<file path="src/rtl/sum_bcd_fsm.sv">
// sum_bcd_fsm
//    Adds a 4-bit operand to a running sum on each rising edge of `add`.
//    The sum saturates at MAX_SUM. A shift-add-3 (double-dabble) sequence
//    then converts the sum into three BCD digits for 7-segment decoders.
//
// Ports
//    clk            system clock, rising edge active
//    rst            asynchronous active-low reset
//    data_in[3:0]   unsigned operand (0..15, added as-is)
//    add            level input; only its rising edge starts a sequence
//    clear          synchronous clear of sum, digits and overflow (priority)
//    ones_digit     BCD units   (registered)
//    tens_digit     BCD tens    (registered)
//    hundreds_digit BCD hundreds (registered)
//    busy           high while ADD/CONV/DONE are in progress (registered)
//    overflow       sticky saturation flag (registered)
module sum_bcd_fsm #(
   parameter int MAX_SUM = 999,
   parameter int SUM_W   = 10
) (
   input  logic       clk,
   input  logic       rst,
   input  logic [3:0] data_in,
   input  logic       add,
   input  logic       clear,
   output logic [3:0] ones_digit,
   output logic [3:0] tens_digit,
   output logic [3:0] hundreds_digit,
   output logic       busy,
   output logic       overflow
);

   // Shift register holds the 12-bit BCD field above the binary field.
   localparam int SH_W = SUM_W + 12;
   localparam int IT_W = $clog2(SUM_W + 1);
   localparam logic [SUM_W:0]  MAX_EXT  = (SUM_W + 1)'(MAX_SUM);
   localparam logic [IT_W-1:0] LAST_IT  = IT_W'(SUM_W - 1);
   localparam logic [IT_W-1:0] ONE_IT   = IT_W'(1);

   typedef enum logic [1:0] {
      IDLE = 2'd0,
      ADD  = 2'd1,
      CONV = 2'd2,
      DONE = 2'd3
   } state_t;

   state_t            state_r, state_s;
   logic [SUM_W-1:0]  sum_r, sum_s;
   logic [3:0]        op_r, op_s;
   logic [SH_W-1:0]   shift_r, shift_s;
   logic [IT_W-1:0]   iter_r, iter_s;
   logic              add_q_r;
   logic [3:0]        ones_r, ones_s;
   logic [3:0]        tens_r, tens_s;
   logic [3:0]        hund_r, hund_s;
   logic              busy_r, busy_s;
   logic              ovf_r, ovf_s;
   logic              add_rise_s;
   logic [SUM_W:0]    raw_s;

   // One double-dabble iteration: correct every BCD nibble >= 5, then shift.
   function automatic logic [SH_W-1:0] dabble_step(input logic [SH_W-1:0] v);
      logic [SH_W-1:0] t;
      t = v;
      for (int d = 0; d < 3; d++) begin
         t[SUM_W + 4*d +: 4] = (t[SUM_W + 4*d +: 4] >= 4'd5) ?
                               (t[SUM_W + 4*d +: 4] + 4'd3) :
                               t[SUM_W + 4*d +: 4];
      end
      return {t[SH_W-2:0], 1'b0};
   endfunction

   assign add_rise_s = add & ~add_q_r;
   // One extra bit so the raw sum above MAX_SUM is visible before clamping.
   assign raw_s      = {1'b0, sum_r} + {{(SUM_W - 3){1'b0}}, op_r};

   // Next-state and datapath logic; clear overrides every state.
   always_comb begin
      state_s = state_r;
      sum_s   = sum_r;
      op_s    = op_r;
      shift_s = shift_r;
      iter_s  = iter_r;
      ones_s  = ones_r;
      tens_s  = tens_r;
      hund_s  = hund_r;
      ovf_s   = ovf_r;
      busy_s  = 1'b0;

      if (clear) begin
         state_s = IDLE;
         sum_s   = {SUM_W{1'b0}};
         ones_s  = 4'd0;
         tens_s  = 4'd0;
         hund_s  = 4'd0;
         ovf_s   = 1'b0;
      end else begin
         case (state_r)
            IDLE: begin
               if (add_rise_s) begin
                  op_s    = data_in;
                  state_s = ADD;
               end else begin
                  state_s = IDLE;
               end
            end
            ADD: begin
               if (raw_s > MAX_EXT) begin
                  sum_s = MAX_EXT[SUM_W-1:0];
                  ovf_s = 1'b1;
               end else begin
                  sum_s = raw_s[SUM_W-1:0];
               end
               shift_s = {12'd0, sum_s};
               iter_s  = {IT_W{1'b0}};
               state_s = CONV;
            end
            CONV: begin
               shift_s = dabble_step(shift_r);
               iter_s  = iter_r + ONE_IT;
               if (iter_r == LAST_IT) begin
                  state_s = DONE;
               end else begin
                  state_s = CONV;
               end
            end
            DONE: begin
               hund_s  = shift_r[SUM_W + 8 +: 4];
               tens_s  = shift_r[SUM_W + 4 +: 4];
               ones_s  = shift_r[SUM_W +: 4];
               state_s = IDLE;
            end
            default: begin
               state_s = IDLE;
            end
         endcase
      end

      busy_s = (state_s != IDLE);
   end

   // State and datapath registers. add_q resets high so an add held
   // through reset release is not mistaken for a new request.
   always_ff @(posedge clk or negedge rst) begin
      if (!rst) begin
         state_r <= IDLE;
         sum_r   <= {SUM_W{1'b0}};
         op_r    <= 4'd0;
         shift_r <= {SH_W{1'b0}};
         iter_r  <= {IT_W{1'b0}};
         add_q_r <= 1'b1;
         ones_r  <= 4'd0;
         tens_r  <= 4'd0;
         hund_r  <= 4'd0;
         busy_r  <= 1'b0;
         ovf_r   <= 1'b0;
      end else begin
         state_r <= state_s;
         sum_r   <= sum_s;
         op_r    <= op_s;
         shift_r <= shift_s;
         iter_r  <= iter_s;
         add_q_r <= add;
         ones_r  <= ones_s;
         tens_r  <= tens_s;
         hund_r  <= hund_s;
         busy_r  <= busy_s;
         ovf_r   <= ovf_s;
      end
   end

   assign ones_digit     = ones_r;
   assign tens_digit     = tens_r;
   assign hundreds_digit = hund_r;
   assign busy           = busy_r;
   assign overflow       = ovf_r;

endmodule

</file>
<file path="config.mk">
export PLATFORM = sky130hd
export DESIGN_NAME = sum_bcd_fsm
export DESIGN_NICKNAME = d
export VERILOG_FILES = /design/src/rtl/sum_bcd_fsm.sv
export SDC_FILE = /design/constraint.sdc
export NUM_CORES = 1
export LEC_CHECK = 0
export ABC_CLOCK_PERIOD_IN_PS = 5800
export CORE_MARGIN = 3
export CORE_UTILIZATION = 55
export CTS_CLUSTER_DIAMETER = 100
export DETAILED_ROUTE_END_ITERATION = 12
export PLACE_DENSITY = 0.75
export SLEW_MARGIN = 20
export SYNTH_ARGS = -nofsm -noshare
export SYNTH_HDL_FRONTEND = slang
export SYNTH_SLANG_ARGS = --single-unit
</file>
<file path="constraint.sdc">
create_clock -name clk -period 5.8 [get_ports clk]
set_input_delay 1.45 -clock clk [delete_from_list [all_inputs] [get_ports clk]]
set_output_delay 1.45 -clock clk [all_outputs]
set_load 0.02 [all_outputs]
</file>
Yosys cells after proc, flatten, opt, wreduce, memory -nomap -nowiden --
Cells that the tools add are included.
Word-level totals: register bits after elaboration 57, output and inout bits 14
Operators by class: eq/ne operators 4, bitwise logic cells 3, add/sub/neg operators 5, reduce and logical (&&, ||, !) cells 9, $lt $le $gt $ge 4, muxes and demuxes 21
Operators with widths (number):
- $pmux 22 s2 | 1
- $mux 4 | 8
- $mux 10 | 3
- $ge 4x3->1 const B | 3
- $add 10x4->11 | 1
- $gt 11x10->1 const B | 1
- $reduce_bool 2->1 | 5
- $add 4x2->4 const B | 2
- $pmux 2 s4 | 1
- $pmux 4 s2 | 1
- $mux 1 | 5
- $add 4x1->4 const B | 1
- $eq 2x2->1 const B | 2
- $eq 4x4->1 const B | 1
- $reduce_and 2->1 | 2
- $add 3x2->3 const B | 1
- $mux 3 | 1
- $reduce_and 3->1 | 1
- $eq 2x1->1 const B | 1
- $logic_not 2->1 | 1
- $mux 2 | 1
- $not 1->1 | 2
- $and 1x1->1 | 1

Depth between registers and ports, before layout --
word-level depth 6, mapped depth 10, depth with buffers taken out 10

Worst setup path after synthesis --
No wires, ideal clock.
kind input to register, from input clear, to register op_r[0], arrival 2.608 ns, stages on the path 3, path slack 3.068 ns, path buffers 1, setup time 0.125 ns, required time 5.675 ns, cell sequence clkbuf_1 > nor4bb_1 > mux2_2
On the way: cells in the longest elaborated chain, start to end 2
RTL lines:
- start, declared | line 25 | input logic clear,
- $not 1->1 (no source line)
- $reduce_and 3->1 (no source line)
- end signal, assigned | line 160 | op_r <= op_s;
- end, declared | line 49 | logic [3:0] op_r, op_s;
Every way passes these cells. A chain may end at the register's enable or synchronous reset.

Worst setup path after layout --
from input clear, to register shift_r[14]
On the way: cells in the longest elaborated chain, start to end 2
RTL lines:
- $not 1->1 (no source line)
- $reduce_and 2->1 (no source line)
- end signal, assigned | line 149 | shift_r <= {SH_W{1'b0}};
- end signal, assigned | line 161 | shift_r <= shift_s;
- end, declared | line 50 | logic [SH_W-1:0] shift_r, shift_s;
Every way passes these cells.

==> impl_metrics.ini <==
[grt]
grt_overflow = 0
antenna_found_initial = 0
grt_pass1_wl_um = 11050
first_global_vias = 2293
grt.total_usage_pct = 21.60
grt_max_degree = 58

[worst_setup_path]
max_stage_delay_ns = 0.53
path_max_fanout = 27
worst_path_max_delay_cell = clkinv_1
required_ns = 5.99
critical_path_buf_inv_count = 3
crit_path_end_kind = flip-flop
crit_family = buffers and inverters
crit_arrival_ns = 3.61
path_cells = clkdlybuf4s50_1 > buf_4 > nand2b_1 > clkinv_1 > nand2_1 > o32ai_1
cp-start-kind = primary input
worstSetupPathType = in -> reg

[synth]
synth_nets = 350
synthFlopType = dfrtp_1
async_flop_share_pct = 100.0
synth_warnings = 0
synth-seq-cells = 57
syn_inst = 324
syn_area_um2 = 3151
synth-edff-count = 0
synth-seq-area-share_pct = 45.31
synthDistinctLibCells = 54
syn_avg_cell_area_um2 = 9.724

[routing]
routed_wirelength_um = 6327
viasPerCell = 5.741
ant_nets = 0
wire_per_inst_um = 15.17
firstDrtPassIters = 5
drt_iter0_markers = 168
num_vias = 2394
route.detailed.drc = 0

[sta]
slew_violations = 0
clock-skew-final_ns = 0.008407
rsz0062_at_grt = no
post-route-min-period_ns = 3.425
tightest_slew_ns = 0.9103
fin_crit_sh_pct = 59.05
finalSetupViolCount = 0
max_freq_mhz = 292.0
finalHoldViolations = 0
finalHoldWorstSlack_ns = 0.4704
slew_headroom_pct = 39.32
setup_tns_ns = 0

[clocking]
ctsResizeCount = 0
cts_root_buf = clkbuf_8
cts_buffers = 9
cts_buffer_depth = 2
holdBufCountCts = 0
cts_max_level = 3
clk_pin_slew_ns = 0.06
clkSinkCount = 57
insertion_delay_ns = 0.33
cts_setup_buffers = 0
tritoncts = built

[cells_and_area]
final_core_util_pct = 66.82
syn2layout_area_growth_pct = 13.15
fin_cells = 417
layout-drive-gt1-share_pct = 9.222
antennaDiodeCount = 0
finish.net_count = 368
fill_cells = 459

[die]
ios = 22
die_y_um = 81.69
std_cell_rows = 26
die-area_um2 = 6672
coreArea_um2 = 5335
start_util_pct = 59.05
die_w_um = 81.69

[placement]
gp_congestion = 0.8102
portBuffers = 21
dp_hpwl_um = 4158
place_inst = 401

[hold_path]
hold_class = reg -> reg

[power]
p_sw_mw = 0.2584
internal-power_mw = 0.6796
power_density_nw_per_um2 = 263.1
p_sw_share_pct = 27.55
pwr-share-clk_pct = 34.9
combPwrFrac_pct = 15.4
power_frac_seq_pct = 49.7
ir_worst_vdd_mv = 0.1468
p_leak_nw = 1.469

[job]
maxCapViolations = 0

[run_status]
status = complete, no violations
## power groups by stage
stage / Sequential (mW) / Clock [mW] / Combinational (mW)
6_report: 0.466 / 0.327 / 0.145
5_1_grt: 0.470 / 0.352 / 0.164
4_1_cts: 0.465 / 0.334 / 0.146
3_5_place_dp: 0.472 / 0 / 0.145
3_3_place_gp: 0.472 / 0 / 0.139
2_1_floorplan: 0.464 / 0 / 0.110
## layout make-up
type                       instances  area, um2  area share, %
timing repair buffer              24      227.7          6.388
clock buffer                      16      170.2          4.774
sequential                        57       1428          40.05
inverter                          18      67.56          1.895
tap                               70      87.58          2.457
multi-input combinational        232       1584          44.44
## flip-flops by register name, summed over array words and instances, names as in the netlist, 2 cells and up
| signal | flops |
|---|---|
| state_r | 2 |
| sum_r | 10 |
| iter_r | 4 |
| op_r | 4 |
| shift_r | 22 |
| ones_digit | 4 |
| hundreds_digit | 4 |
| tens_digit | 4 |
## cell usage after synthesis (4+ instances only)
master    instances  area (um2)
a21oi_1          19       95.09
dfrtp_1          56        1401
and3_1            4       25.02
nand3_1          12       60.06
o21ai_0          22       110.1
nand3b_1          7       52.55
xnor2_1           6       52.55
nor3_1            4       20.02
clkbuf_1         13       48.80
a31oi_1           4       25.02
mux2i_1          15       150.1
a311oi_1          4       35.03
inv_1            17       63.81
nand2b_1          5       31.28
nand2_1          29       108.9
ha_1             17       212.7
nor2_1           35       131.4
## through the flow
stage	total power [mW]	cell area [um2]	setup WS, ns
floorplan	0.5731	3151	3.068
global placement	0.6110	3395	2.096
detailed placement	0.6163	3395	2.079
CTS	0.9452	3565	2.424
global route	0.9863	3565	2.186
finish	0.9380	3565	2.375
## logic make-up after synthesis
group | after synthesis | synth area share (%)
xor+xnor | 9 | 2.502
compound gates | 75 | 16.20
mux | 18 | 5.838
buf+inv | 35 | 4.408
simple gates | 112 | 18.35
flops | 57 | 45.31
fa+ha+maj | 18 | 7.387
## metal layers
layer  vias to the layer above  global-route usage (%)  share of wire (%)  wire length (um)
met5                         -                       0                  0                 0
met4                         0                   6.146               0.70                44
met3                         4                   6.250                4.0               251
met2                        52                   32.74                 46              2893
met1                      1173                   30.34                 50              3138
li1                       1165                       -                  -                 -
## cells in the final DEF (no fill, tap or decap), types with 12 or more instances in the layout
cell and count:
a21oi_1 19, clkdlybuf4s50_1 20, dfrtp_1 56, ha_1 17, inv_1 17, mux2i_1 15, nand2_1 29, nand3_1 12
nor2_1 35, o21ai_0 22
## path summary, 6_finish.rpt
| path | depth (start not counted) | slack, ns | end | startpoint |
|---|---|---|---|---|
| worst max-delay path | 6 | 2.37 | shift_r[14] | clear |
| max in group asynchronous | 2 | 4.06 | tens_digit[0] | rst |
| worst min-delay path | 2 | 0.47 | shift_r[0] | shift_r[0] |
| min in group asynchronous | 2 | 1.26 | ones_digit[0] | rst |
| worst min register to register | 2 | 0.47 | shift_r[0] | shift_r[0] |
| worst max register to register | 10 | 2.87 | sum_r[6] | op_r[0] |
## worst min-delay path, delay by kind of cell (launching register included)
family / cells / cell delay [ns]
DFF: 1 / 0.33
and+or+nand+nor: 1 / 0.05
AOI/OAI and AO/OA: 1 / 0.05
(Power assumes the default switching activity.)
